$ cat config.mk
export PLATFORM = sky130hd
export DESIGN_NAME = fifo_wr_arbiter_flat
export DESIGN_NICKNAME = d
export VERILOG_FILES = /design/src/rtl/fifo_wr_arbiter_if.sv /design/src/rtl/fifo_wr_arbiter.sv /design/src/flat_wrapper.sv
export SDC_FILE = /design/constraint.sdc
export NUM_CORES = 1
export LEC_CHECK = 0
export CAP_MARGIN = 40
export CORE_MARGIN = 8
export CORE_UTILIZATION = 34
export CTS_CLUSTER_DIAMETER = 60
export DETAILED_ROUTE_END_ITERATION = 10
export GPL_ROUTABILITY_DRIVEN = 0
export MAX_ROUTING_LAYER = met4
export PLACE_DENSITY_LB_ADDON = 0.1
export SLEW_MARGIN = 20
export SYNTH_ARGS = -nofsm -noshare
export SYNTH_HDL_FRONTEND = slang
export SYNTH_SLANG_ARGS = --single-unit
$ cat constraint.sdc
create_clock -name wr_clk_i -period 1.53 [get_ports wr_clk_i]
set_input_delay 0.306 -clock wr_clk_i [delete_from_list [all_inputs] [get_ports wr_clk_i]]
set_output_delay 0.306 -clock wr_clk_i [all_outputs]
set_load 0.05 [all_outputs]
$ cat src/rtl/fifo_wr_arbiter_if.sv
// Purpose: bundles the requester handshake, FIFO write pins and status of fifo_wr_arbiter.
// Latency: n/a (wires only).
// Backpressure: gnt_o is the per-requester ready; fifo_full_i stalls the granted requester.
// Ports: req_i/data_i/gnt_o (requesters), fifo_full_i/fifo_wr_error_i/fifo_wr_en_o/
//        fifo_wdata_o (FIFO write side), grant_id_o/busy_o/beat_cnt_o/ovf_err_o (status).
interface fifo_wr_arbiter_if #(
  parameter int NUM_REQ   = 4,
  parameter int WIDTH     = 16,
  parameter int MAX_BURST = 4,
  parameter int IDW       = $clog2(NUM_REQ),
  parameter int BCW       = $clog2(MAX_BURST + 1)
);
  logic [NUM_REQ-1:0]       req_i;
  logic [NUM_REQ*WIDTH-1:0] data_i;
  logic [NUM_REQ-1:0]       gnt_o;
  logic                     fifo_full_i;
  logic                     fifo_wr_error_i;
  logic                     fifo_wr_en_o;
  logic [WIDTH-1:0]         fifo_wdata_o;
  logic [IDW-1:0]           grant_id_o;
  logic                     busy_o;
  logic [BCW-1:0]           beat_cnt_o;
  logic                     ovf_err_o;

  // Environment side: requesters plus the FIFO flags.
  modport master (
    output req_i, data_i, fifo_full_i, fifo_wr_error_i,
    input  gnt_o, fifo_wr_en_o, fifo_wdata_o, grant_id_o, busy_o, beat_cnt_o, ovf_err_o
  );

  // Arbiter side.
  modport slave (
    input  req_i, data_i, fifo_full_i, fifo_wr_error_i,
    output gnt_o, fifo_wr_en_o, fifo_wdata_o, grant_id_o, busy_o, beat_cnt_o, ovf_err_o
  );
endinterface

$ cat src/rtl/fifo_wr_arbiter.sv
// Purpose: round-robin arbiter sharing the FIFO write port among NUM_REQ requesters, bursts of up to MAX_BURST words.
// Latency: 1 cycle request->grant, 1 cycle accept->fifo_wr_en_o; one idle bubble between bursts.
// Backpressure: fifo_full_i drops gnt_o and freezes the burst; non-owner requests wait for their turn.
// Ports: wr_clk_i, rst_i (async, active-high), arb_if (slave modport of fifo_wr_arbiter_if).
module fifo_wr_arbiter #(
  parameter int  NUM_REQ   = 4,
  parameter int  WIDTH     = 16,
  parameter int  MAX_BURST = 4,
  localparam int IDW       = $clog2(NUM_REQ),
  localparam int BCW       = $clog2(MAX_BURST + 1)
) (
  input  logic             wr_clk_i,
  input  logic             rst_i,
  fifo_wr_arbiter_if.slave arb_if
);

  typedef enum logic {ST_IDLE = 1'b0, ST_BURST = 1'b1} state_e;

  state_e           state_q, state_d;
  logic [IDW-1:0]   owner_q, owner_d;
  logic [IDW-1:0]   last_owner_q, last_owner_d;
  logic [BCW-1:0]   beat_cnt_q, beat_cnt_d;
  logic             wr_en_q, wr_en_d;
  logic [WIDTH-1:0] wdata_q, wdata_d;
  logic             ovf_q, ovf_d;

  logic [IDW-1:0]   rr_pick, rr_cand;
  logic             rr_hit;
  logic [WIDTH-1:0] owner_dat;
  logic             owner_req;
  logic             accept;
  logic [BCW-1:0]   beat_inc;

  // Round-robin pick: first request scanning from last_owner+1 upwards with wrap.
  always_comb begin
    rr_pick = last_owner_q;
    rr_hit  = 1'b0;
    rr_cand = '0;
    for (int i = 1; i <= NUM_REQ; i++) begin
      rr_cand = IDW'((int'(last_owner_q) + i) % NUM_REQ);
      if (!rr_hit && arb_if.req_i[rr_cand]) begin
        rr_pick = rr_cand;
        rr_hit  = 1'b1;
      end
    end
  end

  // Owner's request and data slice, selected with constant indices.
  always_comb begin
    owner_dat = '0;
    owner_req = 1'b0;
    for (int k = 0; k < NUM_REQ; k++) begin
      if (owner_q == IDW'(k)) begin
        owner_dat = arb_if.data_i[k*WIDTH +: WIDTH];
        owner_req = arb_if.req_i[k];
      end
    end
  end

  assign accept   = (state_q == ST_BURST) && owner_req && !arb_if.fifo_full_i;
  assign beat_inc = beat_cnt_q + BCW'(1);

  always_comb begin
    arb_if.gnt_o = '0;
    for (int k = 0; k < NUM_REQ; k++) begin
      arb_if.gnt_o[k] = (state_q == ST_BURST) && (owner_q == IDW'(k)) && !arb_if.fifo_full_i;
    end
  end

  always_comb begin
    state_d      = state_q;
    owner_d      = owner_q;
    last_owner_d = last_owner_q;
    beat_cnt_d   = beat_cnt_q;
    wr_en_d      = 1'b0;
    wdata_d      = wdata_q;
    ovf_d        = ovf_q | arb_if.fifo_wr_error_i;

    case (state_q)
      ST_IDLE: begin
        if (|arb_if.req_i) begin
          owner_d    = rr_pick;
          beat_cnt_d = '0;
          state_d    = ST_BURST;
        end
      end
      ST_BURST: begin
        if (accept) begin
          wr_en_d    = 1'b1;
          wdata_d    = owner_dat;
          beat_cnt_d = beat_inc;
          if (beat_inc == BCW'(MAX_BURST)) begin
            state_d      = ST_IDLE;
            last_owner_d = owner_q;
          end
        end else if (!owner_req) begin
          // Owner withdrew: end the burst early, rotation continues after it.
          state_d      = ST_IDLE;
          last_owner_d = owner_q;
        end
        // Full with request still up: stall in place.
      end
    endcase
  end

  always_ff @(posedge wr_clk_i or posedge rst_i) begin
    if (rst_i) begin
      state_q      <= ST_IDLE;
      owner_q      <= '0;
      last_owner_q <= IDW'(NUM_REQ - 1);  // requester 0 wins first after reset
      beat_cnt_q   <= '0;
      wr_en_q      <= 1'b0;
      wdata_q      <= '0;
      ovf_q        <= 1'b0;
    end else begin
      state_q      <= state_d;
      owner_q      <= owner_d;
      last_owner_q <= last_owner_d;
      beat_cnt_q   <= beat_cnt_d;
      wr_en_q      <= wr_en_d;
      wdata_q      <= wdata_d;
      ovf_q        <= ovf_d;
    end
  end

  assign arb_if.fifo_wr_en_o = wr_en_q;
  assign arb_if.fifo_wdata_o = wdata_q;
  assign arb_if.grant_id_o   = owner_q;
  assign arb_if.busy_o       = (state_q == ST_BURST);
  assign arb_if.beat_cnt_o   = beat_cnt_q;
  assign arb_if.ovf_err_o    = ovf_q;

endmodule

$ cat src/flat_wrapper.sv
// flat-port wrapper written by rule: the top's interface ports become plain ports
module fifo_wr_arbiter_flat 
#(
  parameter int  NUM_REQ   = 4,
  parameter int  WIDTH     = 16,
  parameter int  MAX_BURST = 4,
  localparam int IDW       = $clog2(NUM_REQ),
  localparam int BCW       = $clog2(MAX_BURST + 1)
)
  (wr_clk_i, rst_i, arb_if_req_i, arb_if_data_i, arb_if_fifo_full_i, arb_if_fifo_wr_error_i, arb_if_gnt_o, arb_if_fifo_wr_en_o, arb_if_fifo_wdata_o, arb_if_grant_id_o, arb_if_busy_o, arb_if_beat_cnt_o, arb_if_ovf_err_o);
  fifo_wr_arbiter_if #(.NUM_REQ(NUM_REQ), .WIDTH(WIDTH), .MAX_BURST(MAX_BURST)) arb_if_i ();
  input  logic wr_clk_i;
  input  logic rst_i;
  input wire logic [$bits(arb_if_i.req_i)-1:0] arb_if_req_i;
  input wire logic [$bits(arb_if_i.data_i)-1:0] arb_if_data_i;
  input wire logic [$bits(arb_if_i.fifo_full_i)-1:0] arb_if_fifo_full_i;
  input wire logic [$bits(arb_if_i.fifo_wr_error_i)-1:0] arb_if_fifo_wr_error_i;
  output wire logic [$bits(arb_if_i.gnt_o)-1:0] arb_if_gnt_o;
  output wire logic [$bits(arb_if_i.fifo_wr_en_o)-1:0] arb_if_fifo_wr_en_o;
  output wire logic [$bits(arb_if_i.fifo_wdata_o)-1:0] arb_if_fifo_wdata_o;
  output wire logic [$bits(arb_if_i.grant_id_o)-1:0] arb_if_grant_id_o;
  output wire logic [$bits(arb_if_i.busy_o)-1:0] arb_if_busy_o;
  output wire logic [$bits(arb_if_i.beat_cnt_o)-1:0] arb_if_beat_cnt_o;
  output wire logic [$bits(arb_if_i.ovf_err_o)-1:0] arb_if_ovf_err_o;
  assign arb_if_i.req_i = arb_if_req_i;
  assign arb_if_i.data_i = arb_if_data_i;
  assign arb_if_i.fifo_full_i = arb_if_fifo_full_i;
  assign arb_if_i.fifo_wr_error_i = arb_if_fifo_wr_error_i;
  assign arb_if_gnt_o = arb_if_i.gnt_o;
  assign arb_if_fifo_wr_en_o = arb_if_i.fifo_wr_en_o;
  assign arb_if_fifo_wdata_o = arb_if_i.fifo_wdata_o;
  assign arb_if_grant_id_o = arb_if_i.grant_id_o;
  assign arb_if_busy_o = arb_if_i.busy_o;
  assign arb_if_beat_cnt_o = arb_if_i.beat_cnt_o;
  assign arb_if_ovf_err_o = arb_if_i.ovf_err_o;
  fifo_wr_arbiter #(.NUM_REQ(NUM_REQ), .WIDTH(WIDTH), .MAX_BURST(MAX_BURST)) u_core (.wr_clk_i(wr_clk_i), .rst_i(rst_i), .arb_if(arb_if_i));
endmodule
Yosys cells after proc, flatten, opt, wreduce, memory -nomap -nowiden --
Index checks and enable logic that the tools add are counted.
Operators by class: add/sub/neg operators 5, order comparisons 4, eq/ne operators 8, mux-type cells 36, bitwise gates (word level) 2, reduce and logical (&&, ||, !) cells 23
Operators with widths (count):
- $mux 16 | 4
- $mux 1 | 17
- $mux 2 | 7
- $logic_and 1x1->1 | 13
- $lt 2x3->1 const B | 4
- $bmux 1 s2 | 4
- $mux 3 | 2
- $ne 2x2->1 const B | 3
- $pmux 3 s2 | 1
- $reduce_and 2->1 | 3
- $add 2x1->2 const B | 2
- $add 2x2->2 const B | 2
- $eq 2x2->1 const B | 2
- $logic_not 1->1 | 4
- $reduce_or 4->1 | 1
- $add 3x1->3 const B | 1
- $eq 3x3->1 const B | 1
- $reduce_and 3->1 | 1
- $eq 2x1->1 const B | 1
- $logic_not 2->1 | 1
- $ne 2x1->1 const B | 1
- $pmux 1 s2 | 1
- $not 1->1 | 1
- $or 1x1->1 | 1
Word-level totals: register bits 26, input bits 72, word-level logic and storage cells 85

Depth between registers and ports, before layout --
Gate-level depths: netlist of the first run.
depth in word-level cells 13, depth in mapped cells 6, depth with buffers taken out 6

Least setup slack after synthesis of the first run --
No wires, ideal clock.
path kind register to output, from register u_core.state_q (netlist: u_core.arb_if.busy_o), to output port arb_if_gnt_o[0], arrival 2.256 ns, path slack -1.032 ns, stages on the path, launching flop included 3, cell sequence dfrtp_1 > nor2b_1 > nor3b_1
Between the ends: longest elaborated chain between the ends 2
Ends and longest elaborated chain:
- start, declared | RTL line fifo_wr_arbiter.sv:19 | state_e state_q, state_d;
- start signal, assigned | RTL line fifo_wr_arbiter.sv:116 | state_q <= state_d;
- $logic_and 1x1->1 (2 in a row) | RTL line fifo_wr_arbiter.sv:66 | arb_if.gnt_o[k] = (state_q == ST_BURST) && (owner_q == IDW'(k)) && !arb_if.fifo_full_i;
- end, declared | RTL line flat_wrapper.sv:18 | output wire logic [$bits(arb_if_i.gnt_o)-1:0] arb_if_gnt_o;
No other way between the ends.

Final worst setup path of the first run --
from register u_core.owner_q[0] (netlist: u_core.arb_if.grant_id_o[0]), to register u_core.wdata_q[8] (netlist: u_core.arb_if.fifo_wdata_o[8])
Between the ends: longest elaborated chain between the ends 8, elaborated cells on any way between the ends 15, classes of those cells 3 x eq/ne; 8 x mux; 4 x reduce/logical
Ends and longest elaborated chain:
- start, declared | RTL line fifo_wr_arbiter.sv:20 | logic [IDW-1:0] owner_q, owner_d;
- start signal, assigned | RTL line fifo_wr_arbiter.sv:117 | owner_q <= owner_d;
- $logic_not 2->1 | RTL line fifo_wr_arbiter.sv:53 | if (owner_q == IDW'(k)) begin
- $mux 1 (4 in a row) | RTL line fifo_wr_arbiter.sv:53
- $logic_and 1x1->1 (2 in a row) | RTL line fifo_wr_arbiter.sv:60 | assign accept = (state_q == ST_BURST) && owner_req && !arb_if.fifo_full_i;
- $reduce_and 2->1 (no source line)
- end signal, assigned | RTL line fifo_wr_arbiter.sv:121 | wdata_q <= wdata_d;
- end, declared | RTL line fifo_wr_arbiter.sv:24 | logic [WIDTH-1:0] wdata_q, wdata_d;
Several ways; a longest one is shown, not always the timed one. A chain may end at the register's enable or synchronous reset.

==> flow_metrics.py, run 1 <==
metrics = {
    "cts": {
        "htree_num_levels": 1,
        "cts.sinks": 26,
        "ctsLongestPathBuffers": 2,
        "cts_buffers": 3,
        "cts_hold_buf": 0,
        "clkLatencyLatePin_ns": 0.27,
        "tritoncts": "built",
        "clkTransAtPathRegs_ns": 0.09,
        "root_buffer": "clkbuf_8",
    },
    "yosys": {
        "ys_seq_area_share_pct": 40.1,
        "synth_compound_area_share_pct": 6.29,
        "synth_edf_count": 0,
        "syn_inst": 114,
        "synth_top_family_by_area": "multiplexers",
        "ys_seq_elements": 26,
        "yosysMostFrequentCell": "dfrtp_1",
        "netlist_top_cells_area": "dfrtp_1 (37%), mux4_2 (23%), mux2_4 (9.2%)",
        "ys_types": 35,
        "avgSynthCellArea_um2": 14.3,
        "synthSimpleGateAreaFrac_pct": 7.67,
        "synth.area.mux_share_pct": 39.4,
        "synth_fa_ha_area_share_pct": 1.53,
        "synth_flop_cell": "dfrtp_1",
        "synth.largest_area_cell": "dfrtp_1",
        "netlist.area_leader.share_pct": 36.8,
        "synthTopCellsByCount": "dfrtp_1 (24), mux4_2 (17), mux2_4 (10), mux2_1 (6), nand2_1 (6)",
        "yosysWarnings": 0,
        "synthArstFlopShare_pct": 100,
        "synth_xor_area_share_pct": 0,
        "netlist_area_mm2": 0.00163,
        "synth_nets": 188,
    },
    "status": {
        "outcome": "complete, but fails checks",
        "violations": "negative setup slack",
    },
    "routing": {
        "dr.pass1.iters": 4,
        "routedWlPerCell_um": 19.7,
        "ant_nets": 0,
        "vias_per_cell": 5.23,
        "route.vias.total": 1479,
        "drc": 0,
        "first_iter_violations": 55,
        "drt-total-wl_um": 5560,
    },
    "critical_path": {
        "cp_slowest_cell": "mux4_2",
        "required_ns": 1.69,
        "ff2ff_path_depth": 4,
        "path_cells": "mux4_2 -> nand2_4 -> buf_12 -> mux2_4",
        "cp_max_fo": 9,
        "startpoint_type": "flip-flop",
        "arrival_ns": 1.80,
        "critPathCaptureType": "flip-flop",
        "crit_type": "flip-flop to flip-flop",
        "reg2reg_from": "u_core.arb_if.grant_id_o[0]$_DFFE_PP0P_",
        "r2r_slack_ns": -0.11,
        "crit-reg2reg-capture": "u_core.arb_if.fifo_wdata_o[8]$_DFFE_PP0P_",
        "slowest_delay_ns": 0.57,
    },
    "finish": {
        "fin_nets": 304,
        "drive_above_1_share_pct": 44.5,
        "stdcell_count": 283,
        "diodes": 0,
        "fill_cells": 324,
        "area_growth_pct": 96.5,
    },
    "grt": {
        "antenna_found_initial": 0,
        "grt_pass1_vias": 1750,
        "grt_max_degree": 27,
        "grt_usage_pct": 15.5,
        "grt_overflow": 0,
        "grt_pass1_wl_um": 8750,
    },
    "pwr": {
        "netSwitchingFraction_pct": 42.0,
        "p_leak_nw": 1.39,
        "vdd_drop_max_mv": 1.22,
        "p_per_area_mw_per_mm2": 2080,
        "p_switching_mw": 2.80,
        "internal-power_mw": 3.86,
        "clkPwrFrac_pct": 6.0,
        "power_frac_comb_pct": 72.8,
        "power_frac_seq_pct": 21.2,
    },
    "placement": {
        "numPortBuffers": 99,
        "place_hpwl_um": 4690,
        "dp.cells": 276,
    },
    "timing": {
        "drv_slew": 0,
        "fin_ws_ns": -0.114,
        "relSlewSlack_pct": 73.5,
        "final-setup-viol-count": 22,
        "clock.fmax_mhz": 608,
        "finalClockSkew_ns": 0.00472,
        "final_hold_viol_count": 0,
        "period_share_pct": 107,
        "fin_crit_ns": 1.64,
        "rsz0062_at_grt": "true",
        "setup_tns_ns": -2.09,
        "whs_ns": 0.411,
        "worst_pin_slew_ns": 0.393,
    },
    "job": {
        "cap_violations": 0,
    },
    "die": {
        "start_util_pct": 35.0,
        "std_cell_rows": 25,
        "die_area_mm2": 0.00727,
        "chipWidth_um": 85.2,
        "core_area_mm2": 0.00466,
        "die_y_um": 85.2,
        "ioPinCount": 100,
    },
    "hold_path": {
        "holdCritPathClass": "input pin to async pin",
    },
}
[metal layers]
metal,vias up,GRT usage (%),share of wire [%]
met4,0,3.40,1.1
met3,8,2.32,4.4
met1,740,16.4,38
met2,67,29.4,56
met5,-,-,0
li1,664,-,-
[state kept, by name, summed over array words and instances, names as in the netlist]
signal                      count
u_core.arb_if.ovf_err_o         1
u_core.arb_if.grant_id_o        2
u_core.arb_if.fifo_wr_en_o      1
u_core.arb_if.fifo_wdata_o     16
u_core.arb_if.busy_o            1
u_core.arb_if.beat_cnt_o        3
u_core.last_owner_q             2
[layout by cell type, fill, tap and decap left out, drive strengths merged, types with 2 or more instances in the layout]
cell | netlist | routed
inv | 5 | 5
clkdlybuf4s50 | 0 | 66
mux2i | 2 | 2
clkbuf | 2 | 4
o21ai | 4 | 4
nor3b | 2 | 2
nand3 | 3 | 3
ha | 2 | 2
dlygate4sd2 | 0 | 5
nand2 | 7 | 7
dfstp | 2 | 2
mux4 | 17 | 17
a21o | 2 | 2
dfrtp | 24 | 24
nor2 | 4 | 4
nor2b | 3 | 3
mux2 | 18 | 18
buf | 5 | 47
[worst max path at each step]
stage	cells after the start	slack (ns)	from	end
after floorplan	5	-0.36	u_core.arb_if.grant_id_o[0]$_DFFE_PP0P_	u_core.arb_if.fifo_wdata_o[0]$_DFFE_PP0P_
after global placement	5	-0.47	arb_if_req_i[1]	u_core.arb_if.fifo_wdata_o[10]$_DFFE_PP0P_
after detailed placement	5	-0.52	arb_if_req_i[1]	u_core.arb_if.fifo_wdata_o[0]$_DFFE_PP0P_
after CTS	4	-0.14	u_core.arb_if.grant_id_o[0]$_DFFE_PP0P_	u_core.arb_if.fifo_wdata_o[8]$_DFFE_PP0P_
after global routing	3	-0.17	u_core.arb_if.grant_id_o[0]$_DFFE_PP0P_	arb_if_gnt_o[1]
final	4	-0.11	u_core.arb_if.grant_id_o[0]$_DFFE_PP0P_	u_core.arb_if.fifo_wdata_o[8]$_DFFE_PP0P_
[worst max-delay path: cells and delay by family, from the launching register on]
family        cells  cell delay, ns
mux               2            0.87
simple gates      1            0.12
flops             1            0.40
buf+inv           1            0.14
[cell type report]
| type | instances | area [um^2] | share of cell area [%] |
|---|---|---|---|
| Timing Repair Buffer | 118 | 1450 | 45.2 |
| Multi-Input combinational cell | 76 | 966 | 30.1 |
| Sequential cell | 26 | 657 | 20.5 |
| Tap cell | 54 | 67.6 | 2.11 |
| Clock buffer | 4 | 45.0 | 1.41 |
| Inverter | 5 | 21.3 | 0.664 |
[logic make-up after synthesis]
logic type,count (synthesis)
AND/OR/NAND/NOR,23
flip-flops,26
AO/OA/AOI/OAI,14
multiplexers,37
adder cells (fa/ha/maj),2
buffers and inverters,12
[per-stage QoR]
| step | utilization [%] | power [mW] | worst slack (ns) | instance area, um^2 |
|---|---|---|---|---|
| detailed placement | 66.3 | 6.09 | -0.522 | 3090 |
| floorplan | - | 3.90 | -0.364 | 1670 |
| CTS | 68.2 | 6.66 | -0.136 | 3180 |
| global placement | 66.3 | 5.96 | -0.469 | 3090 |
| finish | 68.8 | 6.66 | -0.114 | 3200 |
| global route | 68.8 | 6.95 | -0.166 | 3200 |
[power by group through the flow]
stage / sequential (mW) / combinational (mW) / clock [mW]
2_1_floorplan: 2.27 / 1.63 / 0
3_3_place_gp: 1.38 / 4.58 / 0
3_5_place_dp: 1.41 / 4.68 / 0
4_1_cts: 1.41 / 4.84 / 0.412
5_1_grt: 1.46 / 5.06 / 0.431
6_report: 1.41 / 4.85 / 0.402
[repair_timing]
action,4_1_cts,5_1_grt
resized for setup,18,4
pin swaps,2,2
endpoints found under the setup margin,27,24
buffers inserted,1,2
No activity file was read; power rests on OpenSTA's default activity.
==> run 2: changes to the inputs <==
--- a/config.mk
+++ b/config.mk
@@ -11,8 +11,9 @@
 export CTS_CLUSTER_DIAMETER = 60
 export DETAILED_ROUTE_END_ITERATION = 10
 export GPL_ROUTABILITY_DRIVEN = 0
+export HOLD_SLACK_MARGIN = 0.1
 export MAX_ROUTING_LAYER = met4
-export PLACE_DENSITY_LB_ADDON = 0.1
+export PLACE_DENSITY = 0.89
 export SLEW_MARGIN = 20
 export SYNTH_ARGS = -nofsm -noshare
 export SYNTH_HDL_FRONTEND = slang
==> run 2 against run 1 <==
Against the previous run:
- the run still ends with negative setup slack left
- sequential power about the same
- via count increased by 0.54%
- combinational power increased by 8.0%
- worst hold slack got worse by 0.17 ns
- die area unchanged
- sequential share of layout area decreased by 1.0 points
- global-route usage increased by 1.1 points
- design area increased by 5.1%
- clock skew increased by 0.00091 ns
- routed wire length increased by 2.0%
- critical path type unchanged
- critical endpoint is now u_core.arb_if.fifo_wdata_o[10]$_DFFE_PP0P_
- largest cell class unchanged
==> flow_metrics.py, run 2 (synthesis results as in run 1) <==
metrics = {
    "timing": {
        "fin_crit_ns": 1.70,
        "drv_slew": 0,
        "final_hold_viol_count": 0,
        "finalClockSkew_ns": 0.00563,
        "clock.fmax_mhz": 589,
        "final-setup-viol-count": 26,
        "rsz0062_at_grt": "true",
        "period_share_pct": 111,
        "fin_ws_ns": -0.169,
        "worst_pin_slew_ns": 0.294,
        "relSlewSlack_pct": 80.2,
    },
    "critical_path": {
        "crit_type": "flip-flop to flip-flop",
        "startpoint_type": "flip-flop",
        "crit_top_cell": "buf_12",
        "path_cells": "mux4_2 -> nand2_4 -> buf_12 -> buf_12 -> mux2_4",
        "critPathCaptureType": "flip-flop",
        "required_ns": 1.68,
        "arrival_ns": 1.85,
        "cp_slowest_cell": "mux4_2",
        "reg2reg_from": "u_core.arb_if.grant_id_o[0]$_DFFE_PP0P_",
        "slowest_delay_ns": 0.56,
        "cp_max_fo": 7,
        "startpoint": "u_core.arb_if.grant_id_o[0]$_DFFE_PP0P_",
    },
    "placement": {
        "dp.cells": 278,
        "numPortBuffers": 99,
        "place_hpwl_um": 4500,
    },
    "finish": {
        "stdcell_count": 293,
        "final_common_cell": "clkdlybuf4s50_1",
        "layout_common_cells": "clkdlybuf4s50_1 (66), buf_12 (35), dfrtp_1 (21), mux4_2 (17)",
        "largest_reg_flops": 16,
        "drive_above_1_share_pct": 45.0,
        "area_growth_pct": 107,
        "fin_nets": 313,
    },
    "cts": {
        "cts_buffers": 3,
        "cts.sinks": 26,
        "tritoncts": "built",
        "ctsLongestPathBuffers": 2,
        "htree_num_levels": 1,
        "clkTransAtPathRegs_ns": 0.08,
        "clkLatencyLatePin_ns": 0.27,
        "root_buffer": "clkbuf_8",
        "cts_hold_buf": 0,
    },
    "routing": {
        "vias_per_cell": 5.08,
        "routedWlPerCell_um": 19.4,
        "drt-total-wl_um": 5670,
        "dr.pass1.iters": 4,
        "first_iter_violations": 33,
        "ant_nets": 0,
        "drc": 0,
        "route.vias.total": 1487,
    },
    "grt": {
        "grt_pass1_wl_um": 9100,
        "grt_overflow": 0,
        "grt_pass1_vias": 1717,
        "grt_max_degree": 24,
        "antenna_found_initial": 1,
        "grt_usage_pct": 16.6,
    },
    "die": {
        "die_y_um": 85.2,
        "std_cell_rows": 25,
        "ioPinCount": 100,
        "chipWidth_um": 85.2,
        "die_area_mm2": 0.00727,
        "core_area_mm2": 0.00466,
        "start_util_pct": 35.0,
    },
    "status": {
        "violations": "negative setup slack",
        "outcome": "complete, but fails checks",
    },
    "pwr": {
        "total_power_mw": 7.04,
        "p_leak_nw": 1.48,
        "p_per_area_mw_per_mm2": 2090,
        "vdd_drop_max_mv": 1.47,
    },
    "job": {
        "cap_violations": 0,
    },
    "hold_path": {
        "holdCritPathClass": "input pin to async pin",
    },
}
## run 2: through the flow
stage | cell area, um^2 | hold slack [ns] | util (%) | setup WS, ns | TNS [ns]
after CTS | 3360 | 0.236 | 72.1 | -0.164 | -3.28
after floorplan | 1670 | 0.344 | - | -0.364 | -6.85
after global placement | 3120 | 0.518 | 66.8 | -0.429 | -8.96
after detailed placement | 3120 | 0.528 | 66.8 | -0.463 | -10.06
final | 3370 | 0.240 | 72.3 | -0.169 | -3.28
after global routing | 3370 | 0.237 | 72.3 | -0.204 | -4.41
## run 2: path summary, 6_finish.rpt
path                                                         endpoint  slack (ns)  cells after the start
min in group wr_clk_i               u_core.arb_if.ovf_err_o$_DFF_PP0_        0.55                      1
setup / recovery           u_core.arb_if.fifo_wdata_o[10]$_DFFE_PP0P_       -0.17                      5
setup reg to reg           u_core.arb_if.fifo_wdata_o[10]$_DFFE_PP0P_       -0.17                      5
hold reg to reg                     u_core.arb_if.ovf_err_o$_DFF_PP0_        0.55                      1
hold / removal             u_core.arb_if.fifo_wdata_o[13]$_DFFE_PP0P_        0.24                      2
max in group asynchronous          u_core.last_owner_q[0]$_DFFE_PP1P_        0.83                      3
## run 2: worst max-delay path, delay by kind of cell (launching register included)
family | cells | cell delay, ns
buf+inv | 2 | 0.23
flops | 1 | 0.39
simple gates | 1 | 0.11
mux | 2 | 0.86
## run 2: repair_timing
| item | 4_1_cts | 5_1_grt |
|---|---|---|
| gates resized for setup | 21 | 3 |
| cloned | 2 | 0 |
| setup endpoints to repair | 22 | 29 |
| setup buffers | 8 | 0 |
| pin swaps | 3 | 0 |
## run 2: cell type report
| class | instances | area, um^2 |
|---|---|---|
| timing repair buffer | 127 | 1620 |
| fill | 320 | 1290 |
| multi-input combinational | 76 | 958 |
| sequential | 26 | 657 |
| tap | 54 | 67.6 |
| clock buffer | 4 | 45.0 |
| inverter | 5 | 18.8 |
| antenna | 1 | 2.50 |
## run 2: layer usage
layer  vias up  wire length (um)  track usage [%]
li1        690                 -                -
met1       737              2150             17.7
met2        58              3070             29.4
met3         2               397             4.25
met4         0                50             4.85
met5         -                 0                -
## run 2: where the power goes
part | switching [mW] | leakage (nW) | total (mW) | internal [mW]
Sequential | 0.370 | 0.305 | 1.41 | 1.04
Combinational | 2.26 | 1.15 | 5.24 | 2.97
Clock | 0.206 | 0.0228 | 0.392 | 0.186
